`config.mk`:
```
export PLATFORM = sky130hd
export DESIGN_NAME = mic_pair_packer
export DESIGN_NICKNAME = d
export VERILOG_FILES = /design/src/rtl/mic_pair_packer.sv
export SDC_FILE = /design/constraint.sdc
export NUM_CORES = 1
export LEC_CHECK = 0
export CAP_MARGIN = 5
export CORE_ASPECT_RATIO = 1.1
export CORE_MARGIN = 2
export CORE_UTILIZATION = 50
export CTS_CLUSTER_SIZE = 30
export DETAILED_ROUTE_END_ITERATION = 12
export PLACE_DENSITY_LB_ADDON = 0.1
export SLEW_MARGIN = 20
export SYNTH_ARGS = -nofsm -noshare
export SYNTH_HDL_FRONTEND = slang
export SYNTH_SLANG_ARGS = --single-unit
```
`constraint.sdc`:
```
create_clock -name ap_clk -period 5.74 [get_ports ap_clk]
set_input_delay 1.148 -clock ap_clk [delete_from_list [all_inputs] [get_ports ap_clk]]
set_output_delay 1.148 -clock ap_clk [all_outputs]
set_load 0.01 [all_outputs]
```
`src/rtl/mic_pair_packer.sv`:
```
// Pairs two microphone sample streams into {ch1, ch0} words with framing.
// Each channel has its own FIFO. A word is emitted only when both channels hold a sample.
module mic_pair_packer #(
    parameter int SAMPLE_WIDTH = 32,
    parameter int FIFO_DEPTH   = 4,
    parameter int FRAME_LEN    = 1024
) (
    input  logic                      ap_clk,
    input  logic                      ap_rst_n,
    input  logic [SAMPLE_WIDTH-1:0]   ch0_TDATA,
    input  logic                      ch0_TVALID,
    output logic                      ch0_TREADY,
    input  logic [SAMPLE_WIDTH-1:0]   ch1_TDATA,
    input  logic                      ch1_TVALID,
    output logic                      ch1_TREADY,
    output logic [2*SAMPLE_WIDTH-1:0] stream_out_TDATA,
    output logic                      stream_out_TVALID,
    input  logic                      stream_out_TREADY,
    output logic                      stream_out_TLAST,
    output logic [15:0]               frame_count,
    output logic                      desync,
    input  logic                      clear_desync
);

    localparam int AW = $clog2(FIFO_DEPTH);
    localparam int CW = $clog2(FRAME_LEN);
    localparam logic [AW:0]   FULL_CNT  = (AW+1)'(FIFO_DEPTH);
    localparam logic [CW-1:0] LAST_WORD = CW'(FRAME_LEN - 1);

    logic [SAMPLE_WIDTH-1:0] r_mem0 [FIFO_DEPTH];
    logic [SAMPLE_WIDTH-1:0] r_mem1 [FIFO_DEPTH];
    logic [AW:0]             r_wp0, r_rp0, r_wp1, r_rp1;
    logic                    r_rdy_en;
    logic [CW-1:0]           r_word;
    logic [15:0]             r_frames;
    logic                    r_desync;

    logic [AW:0] w_cnt0, w_cnt1;
    logic        w_full0, w_full1, w_empty0, w_empty1;
    logic        w_push0, w_push1, w_valid, w_last, w_pop;

    always_comb begin
        w_cnt0   = r_wp0 - r_rp0;
        w_cnt1   = r_wp1 - r_rp1;
        w_full0  = (w_cnt0 == FULL_CNT);
        w_full1  = (w_cnt1 == FULL_CNT);
        w_empty0 = (r_wp0 == r_rp0);
        w_empty1 = (r_wp1 == r_rp1);
    end

    // Ready stays low through reset and rises on the first edge afterwards.
    assign ch0_TREADY = r_rdy_en & ~w_full0;
    assign ch1_TREADY = r_rdy_en & ~w_full1;
    assign w_push0    = ch0_TVALID & ch0_TREADY;
    assign w_push1    = ch1_TVALID & ch1_TREADY;

    assign w_valid = ~w_empty0 & ~w_empty1;
    assign w_last  = w_valid & (r_word == LAST_WORD);
    assign w_pop   = w_valid & stream_out_TREADY;

    // Data is gated by valid so the output bus reads zero whenever nothing is offered.
    assign stream_out_TVALID = w_valid;
    assign stream_out_TLAST  = w_last;
    assign stream_out_TDATA  = w_valid ? {r_mem1[r_rp1[AW-1:0]], r_mem0[r_rp0[AW-1:0]]} : '0;
    assign frame_count       = r_frames;
    assign desync            = r_desync;

    always_ff @(posedge ap_clk) begin
        if (w_push0) r_mem0[r_wp0[AW-1:0]] <= ch0_TDATA;
        if (w_push1) r_mem1[r_wp1[AW-1:0]] <= ch1_TDATA;
    end

    always_ff @(posedge ap_clk or negedge ap_rst_n) begin
        if (!ap_rst_n) begin
            r_wp0    <= '0;
            r_rp0    <= '0;
            r_wp1    <= '0;
            r_rp1    <= '0;
            r_rdy_en <= 1'b0;
        end else begin
            r_rdy_en <= 1'b1;
            if (w_push0) r_wp0 <= r_wp0 + 1'b1;
            if (w_push1) r_wp1 <= r_wp1 + 1'b1;
            if (w_pop) begin
                r_rp0 <= r_rp0 + 1'b1;
                r_rp1 <= r_rp1 + 1'b1;
            end
        end
    end

    always_ff @(posedge ap_clk or negedge ap_rst_n) begin
        if (!ap_rst_n) begin
            r_word   <= '0;
            r_frames <= '0;
        end else if (w_pop) begin
            r_word <= w_last ? '0 : r_word + 1'b1;
            if (w_last) r_frames <= r_frames + 16'd1;
        end
    end

    // A full FIFO facing an empty one means the channels have skewed; set beats clear.
    always_ff @(posedge ap_clk or negedge ap_rst_n) begin
        if (!ap_rst_n) begin
            r_desync <= 1'b0;
        end else if ((w_full0 && w_empty1) || (w_full1 && w_empty0)) begin
            r_desync <= 1'b1;
        end else if (clear_desync) begin
            r_desync <= 1'b0;
        end
    end

endmodule

```
==> out/metrics.yaml <==
critical_path:
  cp.required_ps: 4590
  crit_path_start: "r_rp1[1]$_DFFE_PN0P_"
  crit_path_max_incr_delay_ps: 580
  r2r-start: "r_rp1[1]$_DFFE_PN0P_"
  worst_path_max_delay_cell: "o22ai_4"
  worstSetupEndpointType: "output pin"
  arrival_ps: 3410
  cpMostUsedCell: "buf_4"
  path_class: "register to output pin"
  crit_fanout: 34
  setup.worst_path.start_class: "register"
  worstPathCellList: "buf_4 > inv_1 > ha_1 > nand2_1 > o22ai_4 > buf_4 > nor2b_1 > clkdlybuf4s50_1"
global_routing:
  grt_pass1_wl_mm: 33.73
  grt_max_degree: 41
  gr-total-overflow: 0
  grt_usage: 0.1766
  grt_pass1_vias: 6472
  antenna_found_initial: 1
cells_and_area:
  drive_gt1_frac: 0.1749
  area_growth_pct: 23.29
  fillCellCount: 1701
  insertedDiodeCount: 0
  nets: 870
  fin_util: 0.6215
  multi_input_area_um2: 3025
  seq_area_um2: 8691
yosys:
  synthFlopType: "edfxtp_1"
  synth-seq-cells: 296
  synth-async-reset-ratio: 0.1351
  synth_top_cell_by_area: "edfxtp_1"
  syn-num-nets: 702
  syn_inst: 616
  ys_warn_count: 0
  synth_common_cells: "256 x edfxtp_1, 69 x nor2b_1, 64 x mux4_2"
  yosys.cell_types.count: 40
  synth_top_area_share: 0.6496
  synth_edf_count: 256
  avgSynthCellArea_um2: 19.21
  mappedNetlistArea_um2: 11830
  synth_area_leaders: "edfxtp_1 65%, mux4_2 12%, dfrtp_1 8.5%, nor2b_1 3.6%, ha_1 1.7%"
  synth-seq-area-share: 0.7342
  synth.most_common_cell: "edfxtp_1"
drt:
  ant_nets: 0
  drtIter0Drc: 296
  drc: 0
  top_layer: "met5"
  post_drt_via_cell_ratio: 5.358
  drt_wl_total_mm: 21.76
  wire_per_inst_um: 19.59
  routed-wl-met3_mm: 1.349
  dr_wl_met2_mm: 11.30
  num_vias: 5953
  drt-pass1-iter-count: 4
  drt-met1-wl_mm: 8.787
cts:
  cts_made_buffers: 29
  cts_resized: 0
  clock_latency_ps: 530
  root_buffer: "clkbuf_16"
  clockBufferDepth: 3
  clock_sinks: 296
  cts_tree: "done"
  ctsHoldBuffers: 0
  clk_pin_slew_ps: 60
  htreeDepth: 1
  post_cts_buffers: 0
place:
  numPortBuffers: 154
  pre_cts_ws_ps: 1658
  gp_congestion: 0.7559
  hpwl_mm: 13.39
power_and_ir_drop:
  cellPowerDensity_nw_per_um2: 533.4
  seq_power_share: 0.357
  power_frac_clock: 0.214
  irDropWorstVdd_mv: 0.3636
  leakage_nw: 4.966
  intPower_mw: 5.335
  power.total_mw: 7.782
  switching_share: 0.3145
  p_comb_frac: 0.429
  p_sw_mw: 2.447
hold_path:
  min_path_type: "register to register"
  min_from: "frame_count[6]$_DFFE_PN0P_"
flow_run:
  cap_violations: 0
timing:
  clock.fmax_mhz: 219.6
  hold_violations: 0
  tns_ps: 0
  rsz0062_at_grt: "false"
  period_share: 0.7934
  finalSetupViolCount: 0
  worst_pin_slew_ps: 937.5
  setup_slack_ps: 1186
  final_max_slew_viol_count: 0
  slew_headroom: 0.3750
  fin_skew_ps: 14.27
  fin_crit_ps: 4554
floorplanning:
  pin_count: 155
  rows: 59
  fp.dieW_um: 150.7
  initial_core_util: 0.5041
  core_area_um2: 23480
  die-area_um2: 24920
  dieHeight_um: 165.4
run_status:
  outcome: "finished clean"
layout make-up:
class                      instances  share of cell area
clock buffer                      34             0.05102
clock inverter                    19            0.006517
inverter                          13            0.003344
multi-input combinational        281              0.2074
sequential                       296              0.5957
tap                              305             0.02616
timing repair buffer             163              0.1099
power by group through the flow:
stage	sequential (mW)	combinational, mW	clock (mW)
2_1_floorplan	2.79	1.82	0
3_3_place_gp	2.80	3.39	0
3_5_place_dp	2.82	3.40	0
4_1_cts	2.78	3.42	1.71
5_1_grt	2.80	3.68	1.79
6_report	2.78	3.34	1.67
cells in the final DEF (no fill, tap or decap), types with 8 or more instances in the layout:
cell type	synthesis	final
and2_2	2	8
clkdlybuf4s50_1	0	153
xnor2_1	19	19
nor2b_1	69	69
nand3_1	10	10
ha_1	16	16
inv_1	13	13
xor2_1	14	14
nand2_1	19	19
edfxtp_1	256	256
buf_4	0	9
mux4_2	64	64
clkinv_2	0	9
clkbuf_16	0	29
dfrtp_1	40	38
metal layers:
metal / vias to the layer above / GRT usage
met2: 149 / 0.3103
met1: 3039 / 0.2226
met5: - / 0
met4: 2 / 0.04248
li1: 2738 / -
met3: 25 / 0.04341
logic make-up after synthesis:
logic type / share of synthesized area
flip-flops: 0.7342
AND/OR/NAND/NOR: 0.07264
multiplexers: 0.1255
buffers and inverters: 0.01385
XOR/XNOR: 0.02442
AO/OA/AOI/OAI: 0.01216
adder cells (fa/ha/maj): 0.01692
other: 0.0003169
state kept, by name, summed over array words and instances (netlist names):
signal	flops
r_mem0	128
r_mem1	128
frame_count	16
r_word	10
r_rp0	3
r_rp1	3
r_wp0	3
r_wp1	3
desync	1
r_rdy_en	1
metrics by stage:
stage	hold WS, ps	instance area, um^2	cells
floorplan	473.2	11830	616
global placement	458.4	13750	1058
detailed placement	485.7	13750	1058
CTS	497.5	14590	1111
global route	515.5	14590	1111
finish	491.4	14590	1111
final timing paths:
path,end,slack (ps),cells after the start
hold / removal,frame_count[6]$_DFFE_PN0P_,490,1
setup / recovery,stream_out_TDATA[4],1190,8
setup reg to reg,r_mem1[2][13]$_DFFE_PP_,2800,6
min in group asynchronous,r_rdy_en$_DFF_PN0_,760,1
hold reg to reg,frame_count[6]$_DFFE_PN0P_,490,1
max in group asynchronous,r_rp0[0]$_DFFE_PN0P_,4340,1
critical path: cells and delay by family (launching register included):
| kind | cells | cell delay (ps) |
|---|---|---|
| flip-flops | 1 | 320 |
| adder cells (fa/ha/maj) | 1 | 320 |
| AO/OA/AOI/OAI | 1 | 580 |
| buffers and inverters | 4 | 1410 |
| AND/OR/NAND/NOR | 2 | 230 |
Note: power is estimated with default switching activity, not from simulation.
